===== src/rtl/lcd_frame_writer.sv =====
// lcd_frame_writer: 32-cell character frame buffer that streams changed cells to an HD44780 controller.
// Optional macro LCD_FRAME_WRITER_FULL_REFRESH_EN rewrites every cell continuously instead of only dirty ones.
module lcd_frame_writer #(
   parameter int GAP_CYCLES = 10000,
   parameter int CNT_W      = 16
) (
   input  logic       clk,
   input  logic       rst_n,
   input  logic       host_we,
   input  logic [4:0] host_addr,
   input  logic [7:0] host_data,
   input  logic       lcd_ready,
   output logic [7:0] char_data,
   output logic [4:0] cursor_pos,
   output logic       write_enable,
   output logic       busy
);
   typedef enum logic [1:0] {S_SCAN, S_ISSUE, S_WAIT} state_t;
   state_t           state, state_next;
   logic [7:0]       cells [32];
   logic [31:0]      dirty;
   logic [4:0]       scan_ptr;
   logic [CNT_W-1:0] gap_cnt;
   logic             cell_hit, fire, gap_done, advance;
`ifdef LCD_FRAME_WRITER_FULL_REFRESH_EN
   assign cell_hit = 1'b1;
`else
   assign cell_hit = dirty[scan_ptr];
`endif
   assign fire     = state == S_ISSUE && lcd_ready;
   // The counter leaves WAIT as it reaches zero, giving exactly GAP_CYCLES cycles in WAIT.
   assign gap_done = gap_cnt <= CNT_W'(1);
   assign advance  = (state == S_SCAN && !cell_hit) || (state == S_WAIT && gap_done);
   always_comb begin
      state_next = state;
      case (state)
         S_SCAN:  state_next = cell_hit ? S_ISSUE : S_SCAN;
         S_ISSUE: state_next = lcd_ready ? S_WAIT : S_ISSUE;
         S_WAIT:  state_next = gap_done ? S_SCAN : S_WAIT;
         default: state_next = S_SCAN;
      endcase
   end
   always_ff @(posedge clk or negedge rst_n)
      if (!rst_n) state <= S_SCAN;
      else        state <= state_next;
   always_ff @(posedge clk or negedge rst_n)
      if (!rst_n) for (int i = 0; i < 32; i++) cells[i] <= 8'h20;
      else if (host_we) cells[host_addr] <= host_data;
   // A host set in the fire cycle wins over the clear, so the new value goes out on a later pass.
   always_ff @(posedge clk or negedge rst_n)
      if (!rst_n) dirty <= '1;
      else        dirty <= (dirty & ~(fire ? 32'd1 << scan_ptr : 32'd0))
                         | (host_we ? 32'd1 << host_addr : 32'd0);
   always_ff @(posedge clk or negedge rst_n)
      if (!rst_n)       scan_ptr <= '0;
      else if (advance) scan_ptr <= scan_ptr + 5'd1;
   always_ff @(posedge clk or negedge rst_n)
      if (!rst_n)                gap_cnt <= '0;
      else if (fire)             gap_cnt <= CNT_W'(GAP_CYCLES);
      else if (state == S_WAIT)  gap_cnt <= gap_cnt - CNT_W'(1);
   always_ff @(posedge clk or negedge rst_n)
      if (!rst_n) begin
         char_data    <= 8'h20;
         cursor_pos   <= '0;
         write_enable <= 1'b0;
      end else begin
         write_enable <= fire;
         if (fire) begin
            char_data  <= cells[scan_ptr];
            cursor_pos <= scan_ptr;
         end
      end
   always_ff @(posedge clk or negedge rst_n)
      if (!rst_n) busy <= 1'b1;
`ifdef LCD_FRAME_WRITER_FULL_REFRESH_EN
      else        busy <= 1'b1;
`else
      else        busy <= (|dirty) || state != S_SCAN;
`endif
endmodule


===== config.mk =====
export PLATFORM = sky130hd
export DESIGN_NAME = lcd_frame_writer
export DESIGN_NICKNAME = d
export VERILOG_FILES = /design/src/rtl/lcd_frame_writer.sv
export SDC_FILE = /design/constraint.sdc
export NUM_CORES = 1
export LEC_CHECK = 0
export BUFFER_PORTS_ARGS = -buffer_cell sky130_fd_sc_hd__buf_2
export CAP_MARGIN = 5
export CELL_PAD_IN_SITES_DETAIL_PLACEMENT = 1
export CELL_PAD_IN_SITES_GLOBAL_PLACEMENT = 1
export CORE_MARGIN = 2
export CORE_UTILIZATION = 50
export CTS_CLUSTER_DIAMETER = 150
export DETAILED_ROUTE_END_ITERATION = 16
export PLACE_DENSITY = 0.8
export RECOVER_POWER = 50
export SETUP_SLACK_MARGIN = 0.2
export SLEW_MARGIN = 10
export SYNTH_ARGS = -nofsm -noshare
export SYNTH_HDL_FRONTEND = slang
export SYNTH_SLANG_ARGS = --single-unit

===== constraint.sdc =====
create_clock -name clk -period 3.2 [get_ports clk]
set_input_delay 0.32 -clock clk [delete_from_list [all_inputs] [get_ports clk]]
set_output_delay 0.32 -clock clk [all_outputs]
set_load 0.01 [all_outputs]

Word-level counts from Yosys, hierarchy flattened:

Cells that the tools add are included.

* reduce and logical (&&, ||, !) cells: 11
* shift operators: 2
* bitwise logic cells: 5
* $lt $le $gt $ge: 5
* eq/ne operators: 2
* add/sub/neg operators: 2
* multiplexer cells: 16

Operators by type and width (number)
* bitwise mux 256 bit: 1
* two-way mux 32 bit: 2
* left shift 1 x 5 -> 32 bit, first input constant: 2
* binary-select mux 8 bit (select 5 bit): 1
* demux 8 bit (select 5 bit): 1
* AND 32 bit: 1
* two-way mux 16 bit: 2
* inverter 32 bit: 1
* bitwise OR 32 bit: 1
* OR reduction 32 bit: 1
* two-way mux 8 bit: 3
* less-or-equal comparator 16 x 1 -> 1 bit, second input constant: 1
* subtractor 16 x 1 -> 16 bit, second input constant: 1
* >= comparator 6 bit, second input constant: 2
* inverter 5 -> 6 bit: 2
* less-than comparator 5 x 6 -> 1 bit, second input constant: 1
* less-than comparator 6 x 1 -> 1 bit, second input constant: 1
* one-hot mux 2 bit (3 select lines): 1
* adder 5 x 1 -> 5 bit, second input constant: 1
* binary-select mux 1 bit (select 5 bit): 1
* logical AND 1 bit: 4
* two-way mux 2 bit: 2
* nonzero test 2 bit: 2
* equality test 2 x 1 -> 1 bit, second input constant: 1
* 5 further kinds: 7

* logic and storage cells: 83
* input bits: 17
* register bits after elaboration: 326
* output and inout port bits: 15

Logic depth before layout (Yosys ltp):

Gate-level depths: netlist (run 1).

* depth in word-level cells: 6
* gate-level depth with buffers: 9

Least setup slack after synthesis (run 1):

OpenSTA, ideal clock, no wires.

* path kind: register to register
* from: register scan_ptr[1]
* to: register char_data[1]
* stages on the path, launching flop included: 8
* setup slack: 0.854 ns
* required time: 3.079 ns
* period minus slack after synthesis: 2.346 ns
* arrival: 2.225 ns
* setup time: 0.121 ns
* cell sequence: dfrtp_1 -> buf_2 -> buf_1 -> buf_2 -> mux4_2 -> mux4_2 -> a22oi_1 -> nand2_1

* longest elaborated chain between the ends: 4

RTL lines
* start, declared: RTL line 22 `logic [4:0] scan_ptr;`
* start signal, assigned: RTL line 56 `else if (advance) scan_ptr <= scan_ptr + 5'd1;`
* inverter 5 -> 6 bit (not written as such): RTL line 69 `char_data <= cells[scan_ptr];`
* binary-select mux 8 bit (select 5 bit): RTL line 69
* two-way mux 8 bit (not written as such) (2 in a row): RTL line 69
* end signal, assigned: RTL line 69
* end, declared: RTL line 13 `output logic [7:0] char_data,`

Every way passes these cells. The select of a mux whose other input is x is not followed.
A chain may end at the register's enable or synchronous reset.

Worst setup path in the final report (run 1):

* from: register scan_ptr[0]
* to: register scan_ptr[1]

* longest elaborated chain between the ends: 5
* elaborated cells between the ends (all ways): 6
* those cells by class: add/sub (1); mux (2); reduce/logical (3)

RTL lines
* binary-select mux 1 bit (select 5 bit): RTL line 28 `assign cell_hit = dirty[scan_ptr];`
* two-way mux 1 bit (not written as such): RTL line 28
* logical NOT 1 bit: RTL line 33 `assign advance = (state == S_SCAN && !cell_hit) || (state == S_WAIT && gap_done);`
* logical AND 1 bit: RTL line 33
* logical OR 1 bit: RTL line 33

Several ways; a longest one is shown, not always the timed one. The select of a mux whose other input is x is not followed.

==> results of run 1 <==
flip-flops by register name (all words and copies together) (netlist names):
register	count
char_data	8
write_enable	1
cells	256
busy	1
scan_ptr	5
gap_cnt	16
cursor_pos	5
dirty	32
state	2
stage by stage:
| step | setup WS (ps) | instances |
|---|---|---|
| floorplan | 854 | 1020 |
| global placement | 693 | 1410 |
| detailed placement | 628 | 1410 |
| CTS | 619 | 1475 |
| global route | 514 | 1475 |
| finish | 626 | 1475 |
power groups by stage:
stage	Combinational [uW]	Sequential [uW]	Clock, uW
after global placement	4160	6110	0
after global routing	4690	6270	4800
final	4370	6150	4560
after floorplan	3440	5760	0
after detailed placement	4350	6170	0
after CTS	4420	6140	4640
cell usage after synthesis, drive strengths merged (9+ instances only):
| master | n |
|---|---|
| nor2 | 28 |
| dfrtp | 260 |
| o21ai | 33 |
| clkbuf | 42 |
| a21o | 12 |
| mux2 | 257 |
| nand3 | 25 |
| dfstp | 66 |
| mux4 | 85 |
| nor4 | 10 |
| nand2 | 80 |
| mux2i | 9 |
| buf | 20 |
| nand3b | 10 |
final timing paths:
check,from,cells after the start,slack (ps),to
worst max register to register,scan_ptr[0]$_DFFE_PN0P_,5,630,scan_ptr[1]$_DFFE_PN0P_
worst min-delay path,lcd_ready,4,200,state[0]$_DFF_PN0_
worst min register to register,gap_cnt[11]$_DFFE_PN0P_,1,470,gap_cnt[11]$_DFFE_PN0P_
min in group asynchronous,rst_n,2,400,gap_cnt[6]$_DFFE_PN0P_
max in group asynchronous,rst_n,3,840,cells[51]$_DFFE_PN0P_
worst max-delay path,scan_ptr[0]$_DFFE_PN0P_,5,630,scan_ptr[1]$_DFFE_PN0P_
timing repair:
action,in CTS,in global routing
hold endpoints to repair,69,0
hold buffers,1,0
setup buffers,0,0
endpoints found under the setup margin,0,0
cell type report:
type,count,area share [%]
sequential,326,48.8
multi-input combinational,625,38.3
clock buffer,47,5.92
tap,390,2.88
timing repair buffer,63,2.25
clock inverter,17,1.79
inverter,7,0.155
worst max-delay path: cells and delay by family (launching register included):
family | cells | cell delay, ps
compound gates | 2 | 710
flops | 1 | 720
mux | 2 | 890
simple gates | 1 | 140
cells by family after synthesis:
logic type | synth area share, %
mux | 32.6
flops | 54.8
simple gates | 6.41
buf+inv | 2.10
compound gates | 2.96
fa+ha+maj | 0.666
xor+xnor | 0.408
layer usage:
metal,up-vias,track usage [%]
li1,3876,-
met1,4923,34.2
met2,243,45.0
met3,86,4.82
met4,4,10.2
met5,-,0
==> impl_summary.md, run 1 <==
Outcome
The flow ran to the end, but the final reports show violations. The final reports fail on max-capacitance violations, max-slew violations.

Drt
Once detail routing completed, the nets flagged for antenna violations numbered 0. Wires add up to 40000 um. Signal routing reaches up to met5.

The amount of wire on met3 after detailed routing is ~1900 um. In the routed design, unresolved DRC markers number 0. The post-detailed-route via-to-cell ratio is 6.19. The first routing iteration left between 500 and 600 violations. In the final routed layout, each cell accounts on average for 27.1 um. The total number of vias is 9132. The detailed-routing wirelength on met1 is 16600 um. In the detailed route, the total length drawn on met2 is 20100 um. The number of detailed-route iterations in the first pass is 4.

Timing
The highest attainable clock frequency is 389 MHz. The largest clock skew in the final design is 21.1 ps. The worst path in the final design needs a cycle of about 2600 ps, including I/O delays and setup. The post-route clock period utilization is 80.4%. In this run the tightest slew margin relative to its limit is -3.07%. The final setup TNS is 0 ps. The final worst hold slack is 195 ps.

Setup violations remaining at the end of the flow were counted as 0. The number of slew-limit violations in the final report is 91. The final hold violation count is 0. For the pin with the worst max-slew slack, the measured transition is 1550 ps. Setup repair after global routing left no endpoint under its margin.

Global routing
The first global-routing pass estimated 62300 um of wire. For this run the aggregate overflow at the end of global routing stands at 0. The number of antenna violations at the first check in global routing is 2.

The overall track demand over capacity in global routing is roughly a quarter. The via count of the first global-routing pass is 10200. Entering global routing, the biggest net connects 84 pins.

Clock network
The number of clock buffers added by TritonCTS is 35. The cell at the root of the clock tree is sky130_fd_sc_hd__clkbuf_16. The clock transition at the registers of the reported paths is 60 ps. The clock net in this run drives a total of 326 sinks. The later pin in the worst-skew pair is clocked with a latency of 530 ps. The TritonCTS clock tree is done. The total of cells resized after clock tree synthesis is 0.

The maximum level of the CTS H-tree is 2. No sink is reached through more buffers than the 3 on the longest clock path.

Worst setup path
The startpoint-to-endpoint class of the critical path is reg2reg. STA puts the critical path data arrival time at 2980 ps. STA puts the critical path data required time at between 3000 and 4000 ps. In this design, the stage delay of the slowest critical-path cell is slightly above 700 ps. The worst setup path is captured at a flip-flop. The slowest stage of the critical path belongs to the cell sky130_fd_sc_hd__dfrtp_4.

The worst setup path is launched from a flip-flop. The largest fanout on the critical path is 23. The critical path goes through mux4_2 -> a22o_1 -> a2111oi_4 -> nor3_2 -> mux2_4.

Logic synthesis
Synthesis instantiated 52 different standard cells from the library. Sorting the synthesized cells by area gives the leading types as sky130_fd_sc_hd__dfrtp_1, sky130_fd_sc_hd__mux2_2, sky130_fd_sc_hd__mux4_2. The net count of the mapped netlist is ~1000.

The dominant cell type by area after synthesis is sky130_fd_sc_hd__dfrtp_1. In this run, synthesis produced a sequential element count of between 300 and 400. The count of yosys warnings during synthesis is 0. In this run, synthesis inferred 0 flip-flops with an integrated enable. A synthesized cell averages approximately 15 um^2.

Among all flip-flop cells after synthesis, the most frequent one is sky130_fd_sc_hd__dfrtp_1. The count of mapped cells out of synthesis is around 1000. The cell area that synthesis handed to floorplanning was about 15000 um^2.

The top cell type's share of synthesized area is 43.3%. The share of the Yosys chip area taken by registers is 54.8%. For this run, asynchronously set or reset flops after synthesis account for 100%.

Placed design
The placed instances occupy a cell area of 15700 um^2. The quantity of I/O buffers inserted on ports is 31. Once detailed placement completed, the half-perimeter wirelength came to 24600 um. The congestion estimate from routability-driven global placement came to roughly 0.83.

Pwr
The part of the total power dissipated in sequential elements is 40.8%. The combinational group share of total power is 29.0%. The clock network is responsible for 30.2% of the overall power. Dividing total power by cell area gives a power density of 891 nW/um^2. The worst-case vdd ir drop is 0.000604 V. The overall power after layout is around 15000 uW. The switching component of the power is ~4600 uW. In this run switching power makes up 30.5% of total power. The standby leakage power is 0.00734 uW. The internal power consumption is between 10000 and 15000 uW.

Cells and area
The most frequent standard cell in the layout excluding fill and tap cells is sky130_fd_sc_hd__dfrtp_1. The area of combinational cells with multiple inputs is 6470 um^2. The layout net count is 1083. The utilization of the core after routing is 57.1%. From synthesis to final layout, the design area changed by 12.6%. Counting the fill cells in the layout gives ~2800. The register cell area after layout is 8250 um^2. The library cells used most frequently in the layout, excluding fill and tap cells, are sky130_fd_sc_hd__dfrtp_1, sky130_fd_sc_hd__mux2_2, sky130_fd_sc_hd__mux4_2. The total inserted antenna cells is 0.

The fraction of layout instances using a drive strength above 1 is 48.1%. With fillers left out, the area of the finished cells amounts to 16900 um^2.

Floorplanning
Once the floorplan was initialized, standard cells occupied 50.7% of the core. The floorplan step defined a die boundary enclosing 31500 um^2. After floorplanning, the core was divided into 63 placement rows.

The die is ~180 um wide. 32 I/O pins were placed. The area inside the core boundary is 29600 um^2. From bottom edge to top edge, the die measures 177 um.

Min path
The worst hold-check path type is in2reg.

Run
The tool flagged a number of max-cap violations equal to 2.
(Power assumes the default switching activity.)
==> inputs of run 2 (changes only) <==
Settings changed: CORE_UTILIZATION 50 to 48, PLACE_DENSITY 0.8 to 0.81.
Clock period 3.2 ns to 2.26 ns, I/O delays scaled along.
==> run 2 against run 1 <==
Effect of this change:
- the run ends with negative setup slack left
- critical endpoint is now scan_ptr[4]$_DFFE_PN0P_
- non-clock buffer count is 63 higher
- design area is 4.8% higher
- clock skew is 3.2 ps higher
- clock-buffer cell count is 5 lower
- die area is 4.1% higher
- fmax is 9.1% higher
- sequential power is 41% higher
- global-route usage is 1.6 points higher
- highest routed layer unchanged
- first-iteration DRC count is 27% higher
- sequential cell count stayed put
==> impl_summary.md, run 2 (synthesis gave the netlist of run 1 again) <==
Floorplanning
The die is 181 um tall. The die covers 32700 um^2. The site row count is 64. The die width is between 150 and 200 um.

The starting density of the core is 48.9%. The core region is 30700 um^2. The count of pins on the block boundary is 32.

Clock network
The number of CTS-inserted buffers is 35. The cell at the root of the clock tree is sky130_fd_sc_hd__clkbuf_16. The maximum level of the CTS H-tree is 2.

The clock passes through at most 3 buffers. The clock reaches the later pin of the worst-skew pair after roughly 540 ps. The clock sink count is 326. The TritonCTS clock tree is done. The clock transition at the registers of the reported paths is 60 ps.

Global routing
The via count of the first global-routing pass is 10900. The wire length of the first global-routing pass is 69300 um. The overall track demand over capacity in global routing is about 28%. For this run the aggregate overflow at the end of global routing stands at 0. The maximum number of pins on one net before global-route repair is 90.

The number of antenna violations at the first check in global routing came to 2.

Timing
The setup violation total in the final timing report is 12. The final setup TNS is -407 ps. Setup repair after global routing could not meet its margin everywhere. The smallest clock period supported by the final layout is computed as 2360 ps. Headroom to the max-slew limit came out at 24.9%. The transition at the pin with the smallest max-transition slack is 1130 ps.

The post-route clock period utilization is 104%. Clock skew on the completed layout was measured at 24.3 ps. For this run, the top clock speed supported by timing is approximately 420 MHz. The worst-case setup margin in the final layout is -99.5 ps. The number of slew-limit violations in the final report is 0. Final hold analysis gives a worst-case slack of 122 ps. The final hold violation count came to 0.

Worst setup path
STA classifies the critical path endpoint as a flip-flop. By startpoint and endpoint, the worst setup path is classified as reg2reg. STA classifies the critical path startpoint as a flip-flop. At the worst endpoint, the arrival time is 2740 ps. At the worst endpoint, the required time is 2640 ps. In this run the worst path has a maximum fanout of 5.

Pwr
Power spread over the standard cell area amounts to between 1000 and 1500 nW/um^2. In this run the static leakage power is 0.00776 uW. The worst-case vdd ir drop is 0.00102 V.

Placed design
The quantity of I/O buffers inserted on ports is 31. Summed over all nets, the half-perimeter wirelength after detailed placement is 27200 um. The placer's final routability congestion estimate is a little over 0.8. Once placement finished, the instance area stood at ~16000 um^2. Once placement completed, the tool counted placed cells totaling 1462.

Drt
In the final routed layout, each cell accounts on average for 28.9 um. In this run, the number of DRC markers left after iteration 0 of detailed routing was 712. The routed wire length is 44700 um.

In this run the remaining antenna-violating nets after routing total 0. Detailed routing inserted a total of 9731 vias. After detailed routing, the number of vias per cell comes to 6.30. Before antenna repair, the detailed router went through 5 iterations.

The remaining routing DRC violations is 0.

Outcome
The flow ran to the end, but the final reports show violations. The final reports fail on negative setup slack.

Cells and area
The number of inserted filler cells in the final layout is 2899. Across the whole layout, storage elements account for 8250 um^2. Leaving out fill and tap cells, the most frequent cells in the layout are sky130_fd_sc_hd__dfrtp_1, sky130_fd_sc_hd__mux2_2, sky130_fd_sc_hd__mux4_2.

The finished cells cover 17700 um^2. The area added between synthesis and finish is 18.0%. The largest registers in the layout are cells x256, dirty x32, gap_cnt x16. The area of combinational cells with multiple inputs is 6620 um^2. The register containing the most flip-flops in the final layout is cells. The non-filler instance count after layout is 1545. The layout net count is 1146. The fraction of layout instances using a drive strength above 1 is 54.0%. The number of flip-flops in the largest register is 256.

The most frequent standard cell in the layout excluding fill and tap cells is sky130_fd_sc_hd__dfrtp_1. For this run, the share of the core covered by cells in the final layout is 57.7%.

Run
The count of maximum capacitance violations is 0.

Min path
The min-delay analysis places its worst path in the category in2reg.
run 2: where the power goes:
part / total [uW] / leakage (uW) / internal [uW] / switching (uW)
logic: 7980 / 0.00314 / 4320 / 3660
registers: 8660 / 0.00400 / 7500 / 1150
clock network: 6410 / 0.000626 / 3910 / 2490
run 2: final cells by class:
cell class | instances | area share (%)
flip-flops and latches | 326 | 46.5
multi-input cells | 625 | 37.3
clock buffers | 42 | 5.31
inverters | 7 | 0.148
diodes | 1 | 0.0141
repair buffers | 126 | 6.05
clock inverters | 22 | 1.84
well taps | 396 | 2.79
run 2: timing repair:
| action | 4_1_cts | 5_1_grt |
|---|---|---|
| setup endpoints to repair | 14 | 25 |
| pin swaps | 5 | 3 |
| endpoints found under the hold margin | 46 | 0 |
| hold buffers | 1 | 0 |
| gates cloned | 2 | 0 |
| resized for setup | 23 | 7 |
| setup buffers | 15 | 0 |
run 2: worst paths after layout:
check	startpoint	to	slack [ps]	cells after the start
min in group asynchronous	rst_n	gap_cnt[2]$_DFFE_PN0P_	450	2
max reg2reg	scan_ptr[0]$_DFFE_PN0P_	scan_ptr[4]$_DFFE_PN0P_	-100	8
min reg2reg	cursor_pos[3]$_DFFE_PN0P_	cursor_pos[3]$_DFFE_PN0P_	470	2
max	scan_ptr[0]$_DFFE_PN0P_	scan_ptr[4]$_DFFE_PN0P_	-100	8
max in group asynchronous	rst_n	cells[8]$_DFFE_PN0P_	320	3
min	lcd_ready	state[0]$_DFF_PN0_	120	4
run 2: per-layer routing:
layer | routed length [um] | part of all wire (%) | global-route usage [%] | vias up
li1 | - | - | - | 3998
met1 | 18200 | 41 | 36.4 | 5280
met2 | 22000 | 49 | 46.7 | 336
met3 | 2720 | 6.1 | 6.17 | 115
met4 | 1730 | 3.9 | 11.0 | 2
met5 | 13 | 0.029 | 0 | -
run 2: critical path, cell delays in order (launching register included):
cell	delay (ps)
sky130_fd_sc_hd__dfrtp_4	470
sky130_fd_sc_hd__buf_12	150
sky130_fd_sc_hd__buf_12	130
sky130_fd_sc_hd__mux4_2	520
sky130_fd_sc_hd__a22o_4	290
sky130_fd_sc_hd__nor4_4	210
sky130_fd_sc_hd__buf_4	200
sky130_fd_sc_hd__o311ai_4	90
sky130_fd_sc_hd__xnor2_1	160
run 2: metrics by stage:
| step | power, uW | setup slack, ps |
|---|---|---|
| 2_1_floorplan | 13100 | 82.6 |
| 3_3_place_gp | 15100 | -94.8 |
| 3_5_place_dp | 15500 | -158 |
| 4_1_cts | 22900 | -10.6 |
| 5_1_grt | 23900 | -139 |
| 6_report | 23000 | -99.5 |
